$ cat config.mk
export PLATFORM = sky130hd
export DESIGN_NAME = mips_cpu_muldiv_flat
export DESIGN_NICKNAME = d
export VERILOG_FILES = /design/src/rtl/mips_cpu_muldiv_pkg.sv /design/src/rtl/mips_cpu_muldiv_if.sv /design/src/rtl/mips_cpu_muldiv_step.sv /design/src/rtl/mips_cpu_muldiv.sv /design/src/flat_wrapper.sv
export SDC_FILE = /design/constraint.sdc
export NUM_CORES = 1
export LEC_CHECK = 0
export CAP_MARGIN = 20
export CORE_MARGIN = 2
export CORE_UTILIZATION = 35
export DETAILED_ROUTE_END_ITERATION = 8
export HOLD_SLACK_MARGIN = 0.05
export PLACE_DENSITY_LB_ADDON = 0.2
export REMOVE_ABC_BUFFERS = 1
export SETUP_SLACK_MARGIN = 0.15
export SYNTH_ARGS = -nofsm -noshare
export SYNTH_HDL_FRONTEND = slang
export SYNTH_HIERARCHICAL = 1
export SYNTH_SLANG_ARGS = --single-unit
$ cat constraint.sdc
create_clock -name clk -period 4.2 [get_ports clk]
set_input_delay 0.84 -clock clk [delete_from_list [all_inputs] [get_ports clk]]
set_output_delay 0.84 -clock clk [all_outputs]
set_load 0.02 [all_outputs]
$ cat src/rtl/mips_cpu_muldiv_pkg.sv
// Shared types for the iterative HI/LO multiply/divide unit.
// The CPU decode imports this to map funct codes onto muldiv_op_t.
package mips_cpu_muldiv_pkg;

  typedef enum logic [2:0] {
    MULT  = 3'd0,
    MULTU = 3'd1,
    DIV   = 3'd2,
    DIVU  = 3'd3,
    MTHI  = 3'd4,
    MTLO  = 3'd5
  } muldiv_op_t;

  typedef enum logic [1:0] {
    IDLE  = 2'd0,
    CALC  = 2'd1,
    FIXUP = 2'd2
  } muldiv_state_t;

  function automatic logic is_muldiv_op(input muldiv_op_t op);
    return (op == MULT) || (op == MULTU) || (op == DIV) || (op == DIVU);
  endfunction

  function automatic logic is_mul_op(input muldiv_op_t op);
    return (op == MULT) || (op == MULTU);
  endfunction

  function automatic logic is_signed_op(input muldiv_op_t op);
    return (op == MULT) || (op == DIV);
  endfunction

endpackage

$ cat src/rtl/mips_cpu_muldiv_if.sv
// Issue/result bundle between the CPU core (master) and the muldiv unit (slave).
interface mips_cpu_muldiv_if #(
  parameter int WIDTH = 32
) ();
  import mips_cpu_muldiv_pkg::*;

  logic             start;
  muldiv_op_t       op;
  logic [WIDTH-1:0] operand_a;
  logic [WIDTH-1:0] operand_b;
  logic             busy;
  logic             done;
  logic [WIDTH-1:0] hi;
  logic [WIDTH-1:0] lo;

  modport master (
    output start, op, operand_a, operand_b,
    input  busy, done, hi, lo
  );

  modport slave (
    input  start, op, operand_a, operand_b,
    output busy, done, hi, lo
  );
endinterface

$ cat src/rtl/mips_cpu_muldiv_step.sv
// One iteration of shift/add multiply or restoring divide on a 2*WIDTH accumulator.
// For divide, acc_out[0] is left clear and the quotient bit comes out on q_bit.
module mips_cpu_muldiv_step
  import mips_cpu_muldiv_pkg::*;
#(
  parameter int WIDTH = 32
) (
  input  logic               mode_div,
  input  logic [2*WIDTH-1:0] acc_in,
  input  logic [WIDTH-1:0]   operand,
  output logic [2*WIDTH-1:0] acc_out,
  output logic               q_bit
);

  logic [WIDTH:0] sum_s;
  logic [WIDTH:0] rem_sh_s;
  logic [WIDTH:0] trial_s;

  // Single-iteration arithmetic for both modes
  always_comb begin
    sum_s    = {1'b0, acc_in[2*WIDTH-1:WIDTH]} +
               (acc_in[0] ? {1'b0, operand} : {(WIDTH+1){1'b0}});
    // Remainder shifted left, pulling in the next dividend bit
    rem_sh_s = acc_in[2*WIDTH-1:WIDTH-1];
    trial_s  = rem_sh_s - {1'b0, operand};
    if (mode_div) begin
      if (!trial_s[WIDTH]) begin
        acc_out = {trial_s[WIDTH-1:0], acc_in[WIDTH-2:0], 1'b0};
        q_bit   = 1'b1;
      end else begin
        acc_out = {rem_sh_s[WIDTH-1:0], acc_in[WIDTH-2:0], 1'b0};
        q_bit   = 1'b0;
      end
    end else begin
      acc_out = {sum_s, acc_in[WIDTH-1:1]};
      q_bit   = 1'b0;
    end
  end

endmodule

$ cat src/rtl/mips_cpu_muldiv.sv
// Iterative one-bit-per-cycle multiply/divide unit owning the MIPS HI/LO registers.
module mips_cpu_muldiv
  import mips_cpu_muldiv_pkg::*;
#(
  parameter int WIDTH = 32
) (
  input logic              clk,
  input logic              reset,
  input logic              clk_enable,
  mips_cpu_muldiv_if.slave bus
);

  localparam int CNT_W = $clog2(WIDTH);

  muldiv_state_t      state_q, state_d;
  muldiv_op_t         op_q, op_d;
  logic [CNT_W-1:0]   cnt_q, cnt_d;
  logic [2*WIDTH-1:0] acc_q, acc_d;
  logic [WIDTH-1:0]   opnd_q, opnd_d;
  logic [WIDTH-1:0]   raw_a_q, raw_a_d;
  logic [WIDTH-1:0]   hi_q, hi_d;
  logic [WIDTH-1:0]   lo_q, lo_d;
  logic               sign_a_q, sign_a_d;
  logic               sign_b_q, sign_b_d;
  logic               done_q, done_d;
  logic               busy_q, busy_d;

  logic               accept_s;
  logic               issue_signed_s;
  logic [WIDTH-1:0]   mag_a_s, mag_b_s;
  logic [2*WIDTH-1:0] step_acc_s;
  logic               step_qbit_s;
  logic [2*WIDTH-1:0] prod_s;
  logic [WIDTH-1:0]   quot_s, rem_s;

  mips_cpu_muldiv_step #(.WIDTH(WIDTH)) u_step (
    .mode_div (!is_mul_op(op_q)),
    .acc_in   (acc_q),
    .operand  (opnd_q),
    .acc_out  (step_acc_s),
    .q_bit    (step_qbit_s)
  );

  // State and datapath registers; reset wins over clk_enable
  always_ff @(posedge clk) begin
    if (reset) begin
      state_q  <= IDLE;
      op_q     <= MULT;
      cnt_q    <= {CNT_W{1'b0}};
      acc_q    <= {(2*WIDTH){1'b0}};
      opnd_q   <= {WIDTH{1'b0}};
      raw_a_q  <= {WIDTH{1'b0}};
      hi_q     <= {WIDTH{1'b0}};
      lo_q     <= {WIDTH{1'b0}};
      sign_a_q <= 1'b0;
      sign_b_q <= 1'b0;
      done_q   <= 1'b0;
      busy_q   <= 1'b0;
    end else if (clk_enable) begin
      state_q  <= state_d;
      op_q     <= op_d;
      cnt_q    <= cnt_d;
      acc_q    <= acc_d;
      opnd_q   <= opnd_d;
      raw_a_q  <= raw_a_d;
      hi_q     <= hi_d;
      lo_q     <= lo_d;
      sign_a_q <= sign_a_d;
      sign_b_q <= sign_b_d;
      done_q   <= done_d;
      busy_q   <= busy_d;
    end
  end

  // Next-state logic
  always_comb begin
    state_d = state_q;
    case (state_q)
      IDLE: begin
        if (accept_s) state_d = CALC;
        else          state_d = IDLE;
      end
      CALC: begin
        if (cnt_q == {CNT_W{1'b0}}) state_d = FIXUP;
        else                        state_d = CALC;
      end
      FIXUP:   state_d = IDLE;
      default: state_d = IDLE;
    endcase
  end

  // Operand conditioning and sign/remainder fixups
  always_comb begin
    accept_s       = (state_q == IDLE) && bus.start && is_muldiv_op(bus.op);
    issue_signed_s = is_signed_op(bus.op);
    mag_a_s = (issue_signed_s && bus.operand_a[WIDTH-1]) ? -bus.operand_a : bus.operand_a;
    mag_b_s = (issue_signed_s && bus.operand_b[WIDTH-1]) ? -bus.operand_b : bus.operand_b;
    prod_s  = ((op_q == MULT) && (sign_a_q ^ sign_b_q)) ? -acc_q : acc_q;
    quot_s  = ((op_q == DIV) && (sign_a_q ^ sign_b_q)) ? -acc_q[WIDTH-1:0] : acc_q[WIDTH-1:0];
    rem_s   = ((op_q == DIV) && sign_a_q) ? -acc_q[2*WIDTH-1:WIDTH] : acc_q[2*WIDTH-1:WIDTH];
  end

  // Datapath and output next values
  always_comb begin
    op_d     = op_q;
    cnt_d    = cnt_q;
    acc_d    = acc_q;
    opnd_d   = opnd_q;
    raw_a_d  = raw_a_q;
    hi_d     = hi_q;
    lo_d     = lo_q;
    sign_a_d = sign_a_q;
    sign_b_d = sign_b_q;
    done_d   = 1'b0;
    busy_d   = (state_d != IDLE);
    case (state_q)
      IDLE: begin
        if (accept_s) begin
          op_d     = bus.op;
          sign_a_d = issue_signed_s & bus.operand_a[WIDTH-1];
          sign_b_d = issue_signed_s & bus.operand_b[WIDTH-1];
          raw_a_d  = bus.operand_a;
          cnt_d    = CNT_W'(WIDTH - 1);
          // Multiplier/dividend rides in the low half; the other operand is added/subtracted
          if (is_mul_op(bus.op)) begin
            opnd_d = mag_a_s;
            acc_d  = {{WIDTH{1'b0}}, mag_b_s};
          end else begin
            opnd_d = mag_b_s;
            acc_d  = {{WIDTH{1'b0}}, mag_a_s};
          end
        end else if (bus.start && (bus.op == MTHI)) begin
          hi_d = bus.operand_a;
        end else if (bus.start && (bus.op == MTLO)) begin
          lo_d = bus.operand_a;
        end else begin
          acc_d = acc_q;
        end
      end
      CALC: begin
        if (is_mul_op(op_q)) acc_d = step_acc_s;
        else                 acc_d = {step_acc_s[2*WIDTH-1:1], step_qbit_s};
        if (cnt_q == {CNT_W{1'b0}}) cnt_d = cnt_q;
        else                        cnt_d = cnt_q - CNT_W'(1);
      end
      FIXUP: begin
        done_d = 1'b1;
        if (is_mul_op(op_q)) begin
          hi_d = prod_s[2*WIDTH-1:WIDTH];
          lo_d = prod_s[WIDTH-1:0];
        end else if (opnd_q == {WIDTH{1'b0}}) begin
          hi_d = raw_a_q;
          lo_d = {WIDTH{1'b1}};
        end else begin
          hi_d = rem_s;
          lo_d = quot_s;
        end
      end
      default: begin
        done_d = 1'b0;
      end
    endcase
  end

  assign bus.busy = busy_q;
  assign bus.done = done_q;
  assign bus.hi   = hi_q;
  assign bus.lo   = lo_q;

endmodule
$ cat src/flat_wrapper.sv
// flat-port wrapper written by rule: the top's interface ports become plain ports
module mips_cpu_muldiv_flat import mips_cpu_muldiv_pkg::*;
#(
  parameter int WIDTH = 32
)
  (clk, reset, clk_enable, bus_start, bus_op, bus_operand_a, bus_operand_b, bus_busy, bus_done, bus_hi, bus_lo);
  mips_cpu_muldiv_if #(.WIDTH(WIDTH)) bus_i ();
  input logic clk;
  input logic reset;
  input logic clk_enable;
  input wire logic [$bits(bus_i.start)-1:0] bus_start;
  input wire logic [$bits(bus_i.op)-1:0] bus_op;
  input wire logic [$bits(bus_i.operand_a)-1:0] bus_operand_a;
  input wire logic [$bits(bus_i.operand_b)-1:0] bus_operand_b;
  output wire logic [$bits(bus_i.busy)-1:0] bus_busy;
  output wire logic [$bits(bus_i.done)-1:0] bus_done;
  output wire logic [$bits(bus_i.hi)-1:0] bus_hi;
  output wire logic [$bits(bus_i.lo)-1:0] bus_lo;
  assign bus_i.start = bus_start;
  assign bus_i.op = bus_op;
  assign bus_i.operand_a = bus_operand_a;
  assign bus_i.operand_b = bus_operand_b;
  assign bus_busy = bus_i.busy;
  assign bus_done = bus_i.done;
  assign bus_hi = bus_i.hi;
  assign bus_lo = bus_i.lo;
  mips_cpu_muldiv #(.WIDTH(WIDTH)) u_core (.clk(clk), .reset(reset), .clk_enable(clk_enable), .bus(bus_i));
endmodule
# After elaboration in Yosys (flattened, before gate mapping)
# Cells that the tools add are included.
# totals
ff_bits,206
latchBits,0
ramBits,0
romBits,0
in_bits,71
output_inout_bits,66
word_cells,97
mem_count,0
# op_classes
n_addsub,8
mul,0
div_mod_pow,0
n_lt_le_gt_ge,0
eq_ne,15
shifts,0
n_mux,32
bitwise_logic,3
n_reduce_logical,27
# op_table
operator,n
$mux 32,16
$mux 64,4
$neg 32->32,4
$pmux 32 s2,2
$pmux 64 s2,1
$neg 64->64,1
$add 32x33->33,1
$sub 33x32->33,1
$logic_not 32->1,1
$mux 5,2
$ne 2x2->1 const B,5
$pmux 5 s2,1
$eq 3x2->1 const B,3
$logic_and 1x1->1,9
$reduce_and 4->1,2
$eq 3x1->1 const B,2
$eq 3x3->1 const B,2
$logic_not 3->1,2
$reduce_and 3->1,2
$reduce_bool 2->1,3
$logic_not 5->1,1
$logic_or 1x1->1,5
$reduce_and 5->1,1
$sub 5x1->5 const B,1
9 further kinds,13

# Logic depth before layout (Yosys ltp)
# logic_depth
depth_word,8
ltp_mapped,15
ltp_nobuf,14

# Modules after synthesis
# Netlist, hierarchy kept.
# by_module_without_submodules
module,instances,cells_each,area_each_um2,seq_area_each_um2
mips_cpu_muldiv,1,1806,13051.3,4124.0
mips_cpu_muldiv_step,1,685,4680.7,0.0

# Worst setup path after synthesis
# No wires, ideal clock.
# synth_timing
path_type,register to register
startpoint,register u_core.acc_q[0]
endpoint,register u_core.acc_q[61]
setup_ns,0.070
t_arrival_ns,3.488
required_time_ns,4.130
slack_ns,0.641
stages_incl_launch_ff,16
path_buffers,1
synth_period_minus_slack_ns,3.559
path_cell_list,dfxtp_1 > clkbuf_1 > and2_1 > ha_1 > fa_1 > a211oi_1 > o21bai_1 > o41ai_1 > a21oi_1 > o211a_1 > o211ai_1 > nand2_1 > a2111o_1 > o221ai_1 > nand2_1 > a21oi_1
# synth_via
elab_chain_cells,4
# synth_rtl
element,line_no,source
from (decl),mips_cpu_muldiv.sv:18,"logic [2*WIDTH-1:0] acc_q, acc_d;"
from (signal assigned),mips_cpu_muldiv.sv:50,acc_q <= {(2*WIDTH){1'b0}};
$mux 32,mips_cpu_muldiv_step.sv:22,"(acc_in[0] ? {1'b0, operand} : {(WIDTH+1){1'b0}});"
$add 32x33->33,mips_cpu_muldiv_step.sv:21,"sum_s = {1'b0, acc_in[2*WIDTH-1:WIDTH]} +"
$mux 64,mips_cpu_muldiv_step.sv:26,if (mode_div) begin
named net u_core.step_acc_s[61],mips_cpu_muldiv.sv:31,logic [2*WIDTH-1:0] step_acc_s;
$pmux 64 s2,mips_cpu_muldiv.sv:116,case (state_q)
# The timed path passes the listed nets, and every way through them passes these cells.
# A chain may end at the register's enable or synchronous reset.

# Worst setup path after layout
# layout_timing
startpoint,register u_core.acc_q[31]
endpoint,register u_core.acc_q[0]
# layout_via
elab_chain_cells,4
# layout_rtl
element,line_no,source
$sub 33x32->33,mips_cpu_muldiv_step.sv:25,"trial_s = rem_sh_s - {1'b0, operand};"
$mux 1,mips_cpu_muldiv_step.sv:27,if (!trial_s[WIDTH]) begin
named net u_core.step_qbit_s,mips_cpu_muldiv.sv:32,logic step_qbit_s;
$mux 1,mips_cpu_muldiv.sv:141,if (is_mul_op(op_q)) acc_d = step_acc_s;
$pmux 64 s2,mips_cpu_muldiv.sv:116,
# The timed path passes the listed nets, and every way through them passes these cells.

==> flow_summary.toml <==
[sta]
rsz0062_at_grt = "true"
fmax_mhz = 251
setup_viol = 0
fin_crit_sh = 0.950
drv_slew = 0
clock_skew_ps = 17.1
hold_violations = 0
relSlewSlack = 0.360
tightest_slew_ps = 957
setup_slack_ps = 210
min_period_ps = 3990

[logic_synthesis]
ys_seq_area_frac = 0.233
ys.flop_type = "dfxtp_1"
yosys.area.top_type = "dfxtp_1"
syn-instance-count = 2491
syn_area_um2 = 17700
syn_area_per_cell_um2 = 7.12
ys_async_sr_fraction = 0
ys_top_cells_by_area = "dfxtp_1, a21oi_1, nand2_1"
synth_edf_count = 0
ys_ff_latch = 206
synth_top_cell_area_share = 0.233
ys_types = 99
synth_warnings = 6

[cells_and_area]
syn_to_final_growth_pct = 20.4
n_antenna_cell = 0
fillers = 5252
layout.nets = 2751
drive_gt1_frac = 0.116
fin_cells = 3300
design_area_um2 = 21300

[setup_path]
endpoint = "u_core/acc_q[0]"
cp_cell_sequence = "inv_1, ha_1, fa_1, nor2b_1, o2111ai_2, a2111oi_2, buf_4, or3_1, a21oi_1, a311oi_4, buf_12, and2_2, nand2_1, nand3_1, nand3_1, a21oi_2"
rr_worst_depth = 16
cp-end-kind = "flop"
critPathMaxFanout = 18
crit_type = "flop to flop"
r2r_start = "u_core/acc_q[31]"
crit_top_cell = "nand3_1"
cp-startpoint = "u_core/acc_q[31]"
crit_arrival_ps = 4480
worst_r2r_endpoint = "u_core/acc_q[0]"
cp_slowest_cell = "fa_1"
worst-r2r-setup-slack_ps = 210
max_stage_delay_ps = 420
start_kind = "flop"
required_ps = 4690

[die]
initial_core_util = 0.354
fp.dieW_um = 229
fp.coreArea_um2 = 50100
die_area_um2 = 52500
num_io_pins = 137
die_h_um = 229
std_cell_rows = 82

[clock_tree]
cts_tree = "built"
cts.clk_slew.worst_paths_ps = 60
ctsHoldBuffers = 0
cts_root_buf = "clkbuf_16"
clk-insertion-delay-late_ps = 570
cts.sinks = 206
cts_buffers = 26
htreeDepth = 1
clockBufferDepth = 3

[place]
gp_congestion = 1.00
place_inst = 3250
pre_cts_ws_ps = 127
placed_cell_area_um2 = 20300
dp_hpwl_um = 59000
io_buffers = 136

[power_and_ir_drop]
clkPwrFrac = 0.384
swShare = 0.351
power_density_nw_per_um2 = 311
p_sw_w = 0.00233
peakVddDrop_mv = 0.348
p_leak_nw = 7.98
intPower_w = 0.00431
p_seq_frac = 0.327
combPwrFrac = 0.289

[grt]
grt-ovfl-total = 0
antenna_found_initial = 0
grt_pass1_vias = 19133
grt_use_total = 0.289
grt_pass1_wl_um = 118000
grt_max_degree = 72

[drt]
vias = 20247
drcViolationCount = 0
detail-route-antenna-nets = 0
wire_per_inst_um = 24.1
dr.pass1.iters = 5
drt_iter0_markers = 2072
drt-total-wl_um = 79500
viasPerCell = 6.14

[outcome]
status = "complete, no violations"

[run]
maxCapViolCount = 0

[worst_hold_path]
hold_class = "flop to flop"
## stage by stage
stage / total power, W / hold slack (ps) / setup TNS [ps] / util
CTS: 0.00658 / 454 / 0 / 0.425
floorplan: 0.00325 / 427 / -27440 / -
global placement: 0.00402 / 440 / 0 / 0.406
global route: 0.00686 / 475 / 0 / 0.426
finish: 0.00664 / 457 / 0 / 0.426
detailed placement: 0.00403 / 446 / 0 / 0.406
## worst max-delay path, delay by kind of cell (launching register included)
kind,cells,cell delay (ps)
and+or+nand+nor,6,960
buffers and inverters,3,600
adders and majority gates,2,710
DFF,1,340
AOI/OAI and AO/OA,5,1290
## layout by cell type, fill, tap and decap left out, drive strengths merged, types with 11 or more instances in the layout
cell / count
mux2i: 25
nand4: 25
a21o: 34
o31ai: 20
clkbuf: 37
nand2: 313
nor2b: 18
a311oi: 16
a31oi: 32
clkdlybuf4s50: 135
xnor2: 78
buf: 141
a21oi: 285
ha: 70
mux2: 35
nand2b: 17
o211ai: 39
a211oi: 68
o41ai: 14
o22ai: 16
nor4: 48
o221ai: 15
and3: 20
dfxtp: 206
nand3: 93
o21ai: 144
a221oi: 16
nor2: 240
or3: 16
inv: 70
xor2: 60
o21a: 15
nor3: 77
or4: 11
and2: 42
## layer usage
layer	track usage	wire [µm]	vias up
met5	0	0	-
met4	0.141	4010	0
met3	0.0525	7410	210
met2	0.456	35200	1085
met1	0.380	32900	9642
li1	-	-	9310
## what timing repair did
action                                  CTS  global route
endpoints found under the setup margin    1            18
cloned                                    0             1
hold endpoints to repair                  0             0
pin swaps                                 0             2
resized for setup                         3            10
setup buffers                             0             1
## registers in the layout, indices dropped and copies added (netlist names)
| signal | count |
|---|---|
| u_core/acc_q | 64 |
| u_core/bus.busy | 1 |
| u_core/bus.done | 1 |
| u_core/bus.hi | 32 |
| u_core/bus.lo | 32 |
| u_core/cnt_q | 5 |
| u_core/op_q | 3 |
| u_core/opnd_q | 32 |
| u_core/raw_a_q | 32 |
| u_core/sign_a_q | 1 |
| u_core/sign_b_q | 1 |
| u_core/state_q | 2 |
## area by class of cell
| class | count | area (µm²) | area share |
|---|---|---|---|
| Inverter | 71 | 268 | 0.0125 |
| Tap cell | 672 | 841 | 0.0394 |
| Clock buffer | 36 | 759 | 0.0356 |
| Timing Repair Buffer | 277 | 2490 | 0.117 |
| Clock inverter | 12 | 190 | 0.00891 |
| Sequential cell | 206 | 4130 | 0.193 |
| Multi-Input combinational cell | 2026 | 12700 | 0.594 |
## power groups by stage
stage	combinational [W]	sequential (W)	clock, W
final	0.00192	0.00217	0.00255
after global routing	0.00203	0.00218	0.00265
after CTS	0.00184	0.00217	0.00258
after detailed placement	0.00182	0.00221	0
after global placement	0.00181	0.00221	0
after floorplan	0.00107	0.00219	0
## Yosys cell counts (all sizes together), types with 17 or more instances
cell type  count
xnor2         78
and3          20
o211ai        39
mux2i         25
inv           71
xor2          60
o21ai        144
mux2          35
nand3         93
dfxtp        206
nor3          77
a21o          34
and2          42
a21oi        285
o31ai         20
a211oi        68
nor4          48
buf           37
ha            70
nand4         25
clkbuf       151
nand2b        17
nor2         240
nor2b         18
a31oi         32
nand2        313
## worst min-delay path by stage
stage	startpoint	cells past startpoint	slack, ps	to
2_1_floorplan	u_core/raw_a_q[13]	2	430	u_core/raw_a_q[13]
3_3_place_gp	u_core/raw_a_q[13]	2	440	u_core/raw_a_q[13]
3_5_place_dp	u_core/raw_a_q[13]	2	450	u_core/raw_a_q[13]
4_1_cts	u_core/raw_a_q[13]	2	450	u_core/raw_a_q[13]
5_1_grt	u_core/raw_a_q[9]	2	470	u_core/raw_a_q[9]
6_report	u_core/raw_a_q[13]	2	460	u_core/raw_a_q[13]
## cell families (layout without fill, tap and decap cells)
logic type / Yosys count / in the layout / synth area share
compound gates: 793 / 793 / 0.288
xor+xnor: 138 / 138 / 0.0682
fa+ha+maj: 72 / 72 / 0.0517
buf+inv: 259 / 396 / 0.0579
flops: 206 / 206 / 0.233
mux: 60 / 60 / 0.0363
simple gates: 963 / 963 / 0.266
Power figures use the tool's default switching activity.
==> RTL change, RTL diff (same flow settings) <==
Reset style: asynchronous (`reset`), changed in one clocked block.
--- a/src/rtl/mips_cpu_muldiv.sv
+++ b/src/rtl/mips_cpu_muldiv.sv
@@ -42,7 +42,7 @@
   );
 
   // State and datapath registers; reset wins over clk_enable
-  always_ff @(posedge clk) begin
+  always_ff @(posedge clk or posedge reset) begin
     if (reset) begin
       state_q  <= IDLE;
       op_q     <= MULT;
Function: changed (Yosys sat finds a counterexample within 4 cycles, from zero or initial values and one cycle with reset high; the reset may be asserted at any time).
==> RTL change against the original RTL <==
- final area increased by 0.64%
- worst setup slack gained 0.18 ns
- wire length shrank 5.6%
- utilization grew 0.10 points
- hold slack better by 0.022 ns
- synthesized area grew 0.85%
- sequential cell count unchanged
- non-clock buffer count is 25 lower
- first-iteration DRC count rose by 0.77%
- clock skew fell by 0.0048 ns
- critical endpoint is now u_core/acc_q[61]
Power is not compared: it rests on default switching activity, and its combinational part moved more than twofold at a synthesized area within 25%.
==> RTL change: results (changes against the original RTL) <==
RD Place Congestion 0.982 (was 1.00); Max FO, Critical Path 6 (was 18); filler cell count 5211 (was 5252); Setup Skew 0.0123 ns (was 0.0171 ns); placed inst area 20500 sq um (was 20300 sq um); Crit Reg-Reg Startpoint u_core/opnd_q[0] (was u_core/acc_q[31]); sequential-to-total area share from yosys stat 28.8% (was 23.3%); flop2flop setup slack 0.39 ns (was 0.21 ns); Layout Nets 2620 (was 2751); DR vias 19049 (was 20247); met1 wire length 32700 um (was 32900 um); highest routing layer actually used met5 (was met4); r2r endpoint u_core/acc_q[61] (was u_core/acc_q[0]); status complete, no violations (unchanged); number of global-route vias before repair 18317 (was 19133); share of cells above drive strength 1 9.86% (was 11.6%); total track usage 27.7% (was 28.9%); drt total wl 75100 um (was 79500 um); Distinct cells, synth 79 (was 99); number of DRC markers in iteration 0 2088 (was 2072); final hold slack 0.479 ns (was 0.457 ns); synth cell count leaders nand2_1 (370), dfrtp_1 (206), nor2_1 (196) (was nand2_1 (312), a21oi_1 (284), nor2_1 (240)); ys async rst share 100% (was 0%); slowest CP cell a2111o_1 (was fa_1); initial antenna violation count 4 (was 0); worst reg-to-reg path cell count 14 (was 16); largest net degree at the start of global routing 73 (was 72); first-pass GRT wire length 114000 um (was 118000 um); metal2 WL 32900 um (was 35200 um); met3 routed WL 6140 um (was 7410 um); worst hold path endpoint u_core/bus.lo[0] (was u_core/raw_a_q[13]); Critical Path AT 4.32 ns (was 4.48 ns); DP Worst Slack 0.186 ns (was 0.127 ns); CP max stage delay 0.44 ns (was 0.42 ns); dpl hpwl 56300 um (was 59000 um); slew at the pin closest to its max-slew limit 0.962 ns (was 0.957 ns); most area-consuming cells after synthesis dfrtp_1 (29%), nand2_1 (7.8%), a21oi_1 (5.4%) (was dfxtp_1 (23%), a21oi_1 (8.0%), nand2_1 (6.6%))
==> RTL change: kinds of logic after synthesis <==
| family | count (synthesis) | share of synthesized area (%) |
|---|---|---|
| compound gates | 674 | 24.0 |
| xor+xnor | 172 | 8.42 |
| fa+ha+maj | 72 | 5.12 |
| buf+inv | 233 | 5.12 |
| flops | 206 | 28.8 |
| mux | 61 | 3.68 |
| simple gates | 943 | 24.8 |
==> RTL change: what timing repair did <==
action | 4_1_cts | 5_1_grt
setup buffers | 0 | 1
gates resized for setup | 1 | 8
pin swaps | 0 | 3
setup endpoints to repair | 1 | 5
==> RTL change: tightest hold or removal path: cells and delay by family (launching register included) <==
kind             cells  cell delay, ns
AO/OA/AOI/OAI        1            0.06
AND/OR/NAND/NOR      1            0.04
flip-flops           1            0.34
==> RTL change: worst max path at each step <==
stage,from,to,slack [ns],cells after the start
3_5_place_dp,u_core/acc_q[31],u_core/acc_q[0],0.19,16
2_1_floorplan,bus_op[2],u_core/acc_q[31],-3.68,7
6_report,u_core/opnd_q[0],u_core/acc_q[61],0.39,14
4_1_cts,u_core/acc_q[31],u_core/acc_q[0],0.19,16
5_1_grt,u_core/opnd_q[0],u_core/acc_q[61],0.16,14
3_3_place_gp,u_core/acc_q[31],u_core/acc_q[0],0.26,16
==> RTL change: routing by layer <==
metal	track usage (%)	vias to the layer above
met3	4.77	194
met4	11.8	6
met5	0	-
met1	38.1	9180
met2	42.8	916
li1	-	8753
==> RTL change: power groups by stage <==
stage / clock network, uW / logic [uW] / registers, uW
CTS: 2560 / 8530 / 3570
global route: 2660 / 9460 / 3690
global placement: 0 / 8400 / 3590
finish: 2530 / 8700 / 3610
detailed placement: 0 / 8470 / 3600
floorplan: 0 / 5240 / 3650
==> RTL change: final cells by class <==
type,count,area (sq um),area share (%)
multi-input combinational,1922,11900,55.5
timing repair buffer,252,2350,10.9
tap,672,841,3.91
clock buffer,37,773,3.60
sequential,206,5150,24.0
antenna,1,2.50,0.0116
clock inverter,8,168,0.780
inverter,69,268,1.25
==> RTL change: stage by stage <==
step	util, %	std cells
finish	42.7	3167
global route	42.7	3166
CTS	42.6	3164
detailed placement	40.7	3119
global placement	40.7	3119
floorplan	-	2197
